==> src/rtl/butterfly_feeder_if.sv <==
// Stream bundle for butterfly_feeder: sample input
// and butterfly operand output, both valid/ready.
interface butterfly_feeder_if;
  logic        InValid;
  logic [31:0] InData;
  logic        InReady;
  logic        OutValid;
  logic        OutReady;
  logic [31:0] A;
  logic [31:0] B;
  logic [31:0] w;
  logic [2:0]  OutK;
  logic        OutLast;

  modport master (
    output InValid, InData, OutReady,
    input  InReady, OutValid, A, B, w,
    input  OutK, OutLast
  );

  modport slave (
    input  InValid, InData, OutReady,
    output InReady, OutValid, A, B, w,
    output OutK, OutLast
  );
endinterface

==> src/rtl/butterfly_feeder.sv <==
// Radix-2 DIF butterfly input stage: buffers half a
// 16-point frame and pairs x[k] with x[k+8] and W16^k.
module butterfly_feeder (
  input logic Clk,
  input logic Rst,
  butterfly_feeder_if.slave io
);
  logic [3:0]  cnt_q, cnt_d;
  logic [31:0] mem_q [8];
  logic [31:0] mem_d [8];
  logic [31:0] a_q, a_d;
  logic [31:0] b_q, b_d;
  logic [31:0] w_q, w_d;
  logic [2:0]  k_q, k_d;
  logic        last_q, last_d;
  logic        valid_q, valid_d;
  logic        in_ready;
  logic        accept;
  logic        pair;
  logic [2:0]  k;

  function automatic logic [31:0] rom(
    input logic [2:0] idx
  );
    logic [31:0] r;
    unique case (idx)
      3'd0: r = 32'h04000000;
      3'd1: r = 32'h03B2FE78;
      3'd2: r = 32'h02D4FD2C;
      3'd3: r = 32'h0188FC4E;
      3'd4: r = 32'h0000FC00;
      3'd5: r = 32'hFE78FC4E;
      3'd6: r = 32'hFD2CFD2C;
      3'd7: r = 32'hFC4EFE78;
      default: r = 32'h0;
    endcase
    return r;
  endfunction

  // Input stalls only while an operand set is stuck.
  assign in_ready = ~(valid_q & ~io.OutReady);
  assign accept   = io.InValid & in_ready;
  assign pair     = accept & cnt_q[3];
  assign k        = cnt_q[2:0];

  always_comb begin
    cnt_d   = cnt_q;
    mem_d   = mem_q;
    a_d     = a_q;
    b_d     = b_q;
    w_d     = w_q;
    k_d     = k_q;
    last_d  = last_q;
    valid_d = valid_q;
    if (accept) begin
      cnt_d = cnt_q + 4'd1;
    end
    if (accept && !cnt_q[3]) begin
      mem_d[k] = io.InData;
    end
    if (pair) begin
      a_d     = mem_q[k];
      b_d     = io.InData;
      w_d     = rom(k);
      k_d     = k;
      last_d  = (k == 3'd7);
      valid_d = 1'b1;
    end else if (valid_q && io.OutReady) begin
      valid_d = 1'b0;
    end
  end

  always_ff @(posedge Clk) begin
    if (Rst) begin
      cnt_q   <= 4'd0;
      a_q     <= 32'd0;
      b_q     <= 32'd0;
      w_q     <= 32'd0;
      k_q     <= 3'd0;
      last_q  <= 1'b0;
      valid_q <= 1'b0;
    end else begin
      cnt_q   <= cnt_d;
      a_q     <= a_d;
      b_q     <= b_d;
      w_q     <= w_d;
      k_q     <= k_d;
      last_q  <= last_d;
      valid_q <= valid_d;
    end
  end

  // Half-frame buffer needs no reset; cnt gates its use.
  always_ff @(posedge Clk) begin
    mem_q <= mem_d;
  end

  assign io.InReady  = in_ready;
  assign io.OutValid = valid_q;
  assign io.A        = a_q;
  assign io.B        = b_q;
  assign io.w        = w_q;
  assign io.OutK     = k_q;
  assign io.OutLast  = last_q;
endmodule
==> src/flat_wrapper.sv <==
// flat-port wrapper written by rule: the top's interface ports become plain ports
module butterfly_feeder_flat 
  (Clk, Rst, io_InValid, io_InData, io_OutReady, io_InReady, io_OutValid, io_A, io_B, io_w, io_OutK, io_OutLast);
  butterfly_feeder_if io_i ();
  input logic Clk;
  input logic Rst;
  input wire logic [$bits(io_i.InValid)-1:0] io_InValid;
  input wire logic [$bits(io_i.InData)-1:0] io_InData;
  input wire logic [$bits(io_i.OutReady)-1:0] io_OutReady;
  output wire logic [$bits(io_i.InReady)-1:0] io_InReady;
  output wire logic [$bits(io_i.OutValid)-1:0] io_OutValid;
  output wire logic [$bits(io_i.A)-1:0] io_A;
  output wire logic [$bits(io_i.B)-1:0] io_B;
  output wire logic [$bits(io_i.w)-1:0] io_w;
  output wire logic [$bits(io_i.OutK)-1:0] io_OutK;
  output wire logic [$bits(io_i.OutLast)-1:0] io_OutLast;
  assign io_i.InValid = io_InValid;
  assign io_i.InData = io_InData;
  assign io_i.OutReady = io_OutReady;
  assign io_InReady = io_i.InReady;
  assign io_OutValid = io_i.OutValid;
  assign io_A = io_i.A;
  assign io_B = io_i.B;
  assign io_w = io_i.w;
  assign io_OutK = io_i.OutK;
  assign io_OutLast = io_i.OutLast;
  butterfly_feeder u_core (.Clk(Clk), .Rst(Rst), .io(io_i));
endmodule
==> config.mk <==
export PLATFORM = sky130hd
export DESIGN_NAME = butterfly_feeder_flat
export DESIGN_NICKNAME = d
export VERILOG_FILES = /design/src/rtl/butterfly_feeder_if.sv /design/src/rtl/butterfly_feeder.sv /design/src/flat_wrapper.sv
export SDC_FILE = /design/constraint.sdc
export NUM_CORES = 1
export LEC_CHECK = 0
export ABC_AREA = 1
export ABC_CLOCK_PERIOD_IN_PS = 6500
export BUFFER_PORTS_ARGS = -buffer_cell sky130_fd_sc_hd__buf_2
export CAP_MARGIN = 15
export CORE_AREA = 5 5 185 231
export DETAILED_ROUTE_END_ITERATION = 10
export DIE_AREA = 0 0 190 236
export MAX_ROUTING_LAYER = met4
export PLACE_DENSITY = 0.48
export SLEW_MARGIN = 20
export SYNTH_ARGS = -nofsm -noshare
export SYNTH_HDL_FRONTEND = slang
export SYNTH_SLANG_ARGS = --single-unit
==> constraint.sdc <==
create_clock -name Clk -period 6.5 [get_ports Clk]
set_clock_uncertainty 0.05 [all_clocks]
set_input_delay 0.65 -clock Clk [delete_from_list [all_inputs] [get_ports Clk]]
set_output_delay 0.65 -clock Clk [all_outputs]
set_load 0.05 [all_outputs]
==> metrics.txt <==
# TYPE chip_impl_metric gauge
chip_impl_info{name="status",value="finished clean"} 1
chip_impl_info{name="synth.largest_area_cell",value="sky130_fd_sc_hd__edfxtp_1"} 1
chip_impl_metric{name="synth.ff_latch_count",unit=""} 345
chip_impl_metric{name="critPathBufInv",unit=""} 2
chip_impl_metric{name="first_global_vias",unit=""} 9176
chip_impl_metric{name="wl",unit="mm"} 33.40
chip_impl_metric{name="gp_congestion",unit=""} 0.7273
chip_impl_metric{name="power_density",unit="nW/um^2"} 294.6
chip_impl_metric{name="final_design_area_no_fill",unit="um^2"} 16160
chip_impl_metric{name="grt_overflow",unit=""} 0
chip_impl_metric{name="fill_cells",unit=""} 3965
chip_impl_metric{name="area.growth.synth_to_final",unit="%"} 16.20
chip_impl_metric{name="drt_pass1_iterations",unit=""} 5
chip_impl_metric{name="setup_violations",unit=""} 0
chip_impl_metric{name="ffs_w_async_s_r_synth",unit="%"} 0
chip_impl_metric{name="cts_num_sinks",unit=""} 345
chip_impl_metric{name="finalHoldViolations",unit=""} 0
chip_impl_info{name="tritoncts",value="yes"} 1
chip_impl_metric{name="yosysWarnings",unit=""} 0
chip_impl_metric{name="worst-path-max-fanout",unit=""} 79
chip_impl_info{name="critPathTopFamily",value="buffers and inverters"} 1
chip_impl_info{name="netlist_top_cells_count",value="sky130_fd_sc_hd__edfxtp_1 (256), sky130_fd_sc_hd__nand2_1 (227), sky130_fd_sc_hd__nor2_1 (205), sky130_fd_sc_hd__inv_1 (139), sky130_fd_sc_hd__nand3_1 (97)"} 1
chip_impl_metric{name="finalCriticalPeriod",unit="ns"} 3.459
chip_impl_metric{name="maxClockFrequency",unit="MHz"} 289.1
chip_impl_metric{name="synthDominantCellAreaShare",unit="%"} 55.29
chip_impl_info{name="setup_repair_after_global_routing_missed_its_margin",value="no"} 1
chip_impl_metric{name="tritoncts.num_buffers",unit=""} 37
chip_impl_info{name="worstSetupEndpointType",value="register"} 1
chip_impl_metric{name="clockBufferDepth",unit=""} 3
chip_impl_metric{name="final_layout_size_suffix_gt1_share",unit="%"} 15.31
chip_impl_metric{name="number_of_top_level_pins",unit=""} 138
chip_impl_metric{name="die-width",unit="um"} 190
chip_impl_info{name="slowest_stage",value="sky130_fd_sc_hd__buf_4"} 1
chip_impl_metric{name="grt_first_pass_wirelength",unit="mm"} 52.65
chip_impl_info{name="yosys-top-cells-area",value="sky130_fd_sc_hd__edfxtp_1 (55%), sky130_fd_sc_hd__dfxtp_1 (13%), sky130_fd_sc_hd__nand2_1 (6.1%), sky130_fd_sc_hd__nor2_1 (5.5%), sky130_fd_sc_hd__inv_1 (3.8%)"} 1
chip_impl_metric{name="hpwlAfterDp",unit="mm"} 18.89
chip_impl_metric{name="clk_pin_slew_worst_paths",unit="ns"} 0.06
chip_impl_metric{name="ys_seq_area_share",unit="%"} 68.10
chip_impl_info{name="cp-start-kind",value="register"} 1
chip_impl_info{name="crit_top_cell",value="sky130_fd_sc_hd__buf_4"} 1
chip_impl_metric{name="post-route-drc-count",unit=""} 0
chip_impl_info{name="cts_root_buffer",value="sky130_fd_sc_hd__clkbuf_16"} 1
chip_impl_metric{name="die-area",unit="um^2"} 44840
chip_impl_metric{name="max_h_tree_level",unit=""} 2
chip_impl_metric{name="grtUsageTotal",unit="%"} 15.32
chip_impl_metric{name="net_count_final",unit=""} 1470
chip_impl_info{name="crit_path_cell_trace",value="buf_4 -> nand2_1 -> nor3_2 -> buf_4"} 1
chip_impl_metric{name="crit_path_max_incr_delay",unit="ns"} 0.75
chip_impl_metric{name="worstPathRequired",unit="ns"} 6.61
chip_impl_metric{name="vias",unit=""} 9121
chip_impl_info{name="hold_path.class",value="in2reg"} 1
chip_impl_metric{name="worst-slew-pin-transition",unit="ns"} 1.082
chip_impl_metric{name="vias_per_cell",unit=""} 4.551
chip_impl_metric{name="layout_worst_path_cycle_share",unit="%"} 53.21
chip_impl_metric{name="syn-mean-instance-area",unit="um^2"} 10.49
chip_impl_metric{name="placement_rows",unit=""} 82
chip_impl_metric{name="total_negative_setup_slack",unit="ns"} 0
chip_impl_metric{name="synth_cell_type_count",unit=""} 26
chip_impl_metric{name="headroom_to_the_max_slew_limit",unit="%"} 27.69
chip_impl_info{name="crit_type",value="reg2reg"} 1
chip_impl_metric{name="placed_instance_area",unit="um^2"} 14970
chip_impl_metric{name="ctsHoldBuffers",unit=""} 0
chip_impl_metric{name="ir_worst_vdd",unit="V"} 0.0001553
chip_impl_metric{name="route.detailed.wl_per_inst",unit="um"} 16.67
chip_impl_metric{name="syn-cell-area",unit="um^2"} 13900
chip_impl_metric{name="synth_edf_count",unit=""} 256
chip_impl_metric{name="antenna_violations_before_repair",unit=""} 1
chip_impl_metric{name="postCtsSetupRepairBufs",unit=""} 0
chip_impl_metric{name="syn-instance-count",unit=""} 1325
chip_impl_metric{name="core",unit="um^2"} 40120
chip_impl_metric{name="worstSkewPairLatency",unit="ns"} 0.53
chip_impl_metric{name="post_cts.resized_instances",unit=""} 0
chip_impl_metric{name="route.antenna.remaining_nets",unit=""} 0
chip_impl_metric{name="drtIter0Drc",unit=""} 481
chip_impl_metric{name="port_buffers",unit=""} 134
chip_impl_info{name="dominantRegCellSynth",value="sky130_fd_sc_hd__edfxtp_1"} 1
chip_impl_metric{name="grt_start_max_net_pins",unit=""} 82
chip_impl_metric{name="crit_arrival",unit="ns"} 3.57
chip_impl_metric{name="total_leakage_power",unit="nW"} 6.551
chip_impl_metric{name="dieHeight",unit="um"} 236
chip_impl_info{name="most_frequent_cell_after_synthesis",value="sky130_fd_sc_hd__edfxtp_1"} 1
chip_impl_metric{name="initial_core_util",unit="%"} 34.66
chip_impl_metric{name="finalMaxSlewViolations",unit=""} 0
chip_impl_metric{name="max_cap_check_violation_count",unit=""} 0
==> state kept, by name, summed over array words and instances (netlist names) <==
signal / flops
u_core.cnt_q: 4
u_core.io.A: 32
u_core.io.OutValid: 1
u_core.io.B: 32
u_core.mem_q: 256
u_core.io.w: 17
u_core.io.OutLast: 1
u_core.io.OutK: 2
==> cells in the final DEF (no fill, tap or decap), types with 4 or more instances in the layout <==
cell	count
sky130_fd_sc_hd__nor2_1	204
sky130_fd_sc_hd__o21ai_0	77
sky130_fd_sc_hd__dfxtp_1	88
sky130_fd_sc_hd__clkbuf_8	4
sky130_fd_sc_hd__nor3_2	4
sky130_fd_sc_hd__clkinv_2	5
sky130_fd_sc_hd__nor2_4	4
sky130_fd_sc_hd__ha_1	6
sky130_fd_sc_hd__inv_2	6
sky130_fd_sc_hd__inv_1	138
sky130_fd_sc_hd__buf_2	134
sky130_fd_sc_hd__nand3_1	97
sky130_fd_sc_hd__nand2_1	226
sky130_fd_sc_hd__buf_4	15
sky130_fd_sc_hd__or2_1	60
sky130_fd_sc_hd__a21oi_1	23
sky130_fd_sc_hd__clkinv_1	6
sky130_fd_sc_hd__clkbuf_1	9
sky130_fd_sc_hd__o21ai_1	7
sky130_fd_sc_hd__clkbuf_16	39
sky130_fd_sc_hd__o211ai_1	31
sky130_fd_sc_hd__edfxtp_1	256
==> area by class of cell <==
| type | count | area [um^2] | area share, % |
|---|---|---|---|
| Clock inverter | 16 | 112.6 | 0.6970 |
| Clock buffer | 52 | 1065 | 6.590 |
| Inverter | 145 | 546.8 | 3.384 |
| Tap cell | 546 | 683.2 | 4.228 |
| Antenna cell | 1 | 2.502 | 0.01549 |
| Timing Repair Buffer | 149 | 783.3 | 4.848 |
| Sequential cell | 345 | 9473 | 58.63 |
| Multi-Input combinational cell | 750 | 3491 | 21.61 |
==> stage by stage <==
stage / hold slack [ns] / setup slack (ns) / utilization (%) / total power [mW] / std cells
after floorplan: 0.4094 / 1.729 / - / 2.663 / 1327
after global placement: 0.3992 / 3.079 / 37.32 / 2.770 / 1935
after detailed placement: 0.3984 / 3.037 / 37.32 / 2.776 / 1935
after CTS: 0.3505 / 2.956 / 40.25 / 4.838 / 2003
after global routing: 0.3644 / 2.748 / 40.28 / 4.962 / 2004
final: 0.3724 / 3.041 / 40.28 / 4.759 / 2004
==> power by group <==
part | leakage (nW) | internal [mW] | switching (mW) | total, mW
logic | 2.93 | 0.0743 | 0.209 | 0.284
clock network | 0.580 | 1.19 | 0.853 | 2.04
registers | 3.04 | 2.41 | 0.0215 | 2.43
==> worst paths after layout <==
kind | from | end | slack, ns | cells after the start
worst max-delay path | u_core.cnt_q[0] | u_core.mem_q[79] | 3.04 | 4
worst min-delay path | io_InData[27] | u_core.mem_q[123] | 0.37 | 1
worst max register to register | u_core.cnt_q[0] | u_core.mem_q[79] | 3.04 | 4
worst min register to register | u_core.io.w[23] | u_core.io.w[23] | 0.40 | 2
==> routing by layer <==
| layer | part of all wire (%) | global-route usage, % | wire length (um) |
|---|---|---|---|
| met3 | 3.6 | 2.381 | 1208 |
| met4 | 2.0 | 3.947 | 679 |
| met5 | 0 | - | 0 |
| met2 | 51 | 26.84 | 17080 |
| met1 | 43 | 18.46 | 14440 |
==> cell families (layout without fill, tap and decap cells) <==
| logic type | count (synthesis) | after routing | synth area share (%) |
|---|---|---|---|
| AOI/OAI and AO/OA | 138 | 138 | 5.525 |
| adders and majority gates | 6 | 6 | 0.5399 |
| buffers and inverters | 232 | 362 | 7.262 |
| DFF | 345 | 345 | 68.10 |
| other | 1 | 4 | 0.02697 |
| and+or+nand+nor | 603 | 603 | 18.55 |
Power figures use the tool's default switching activity.
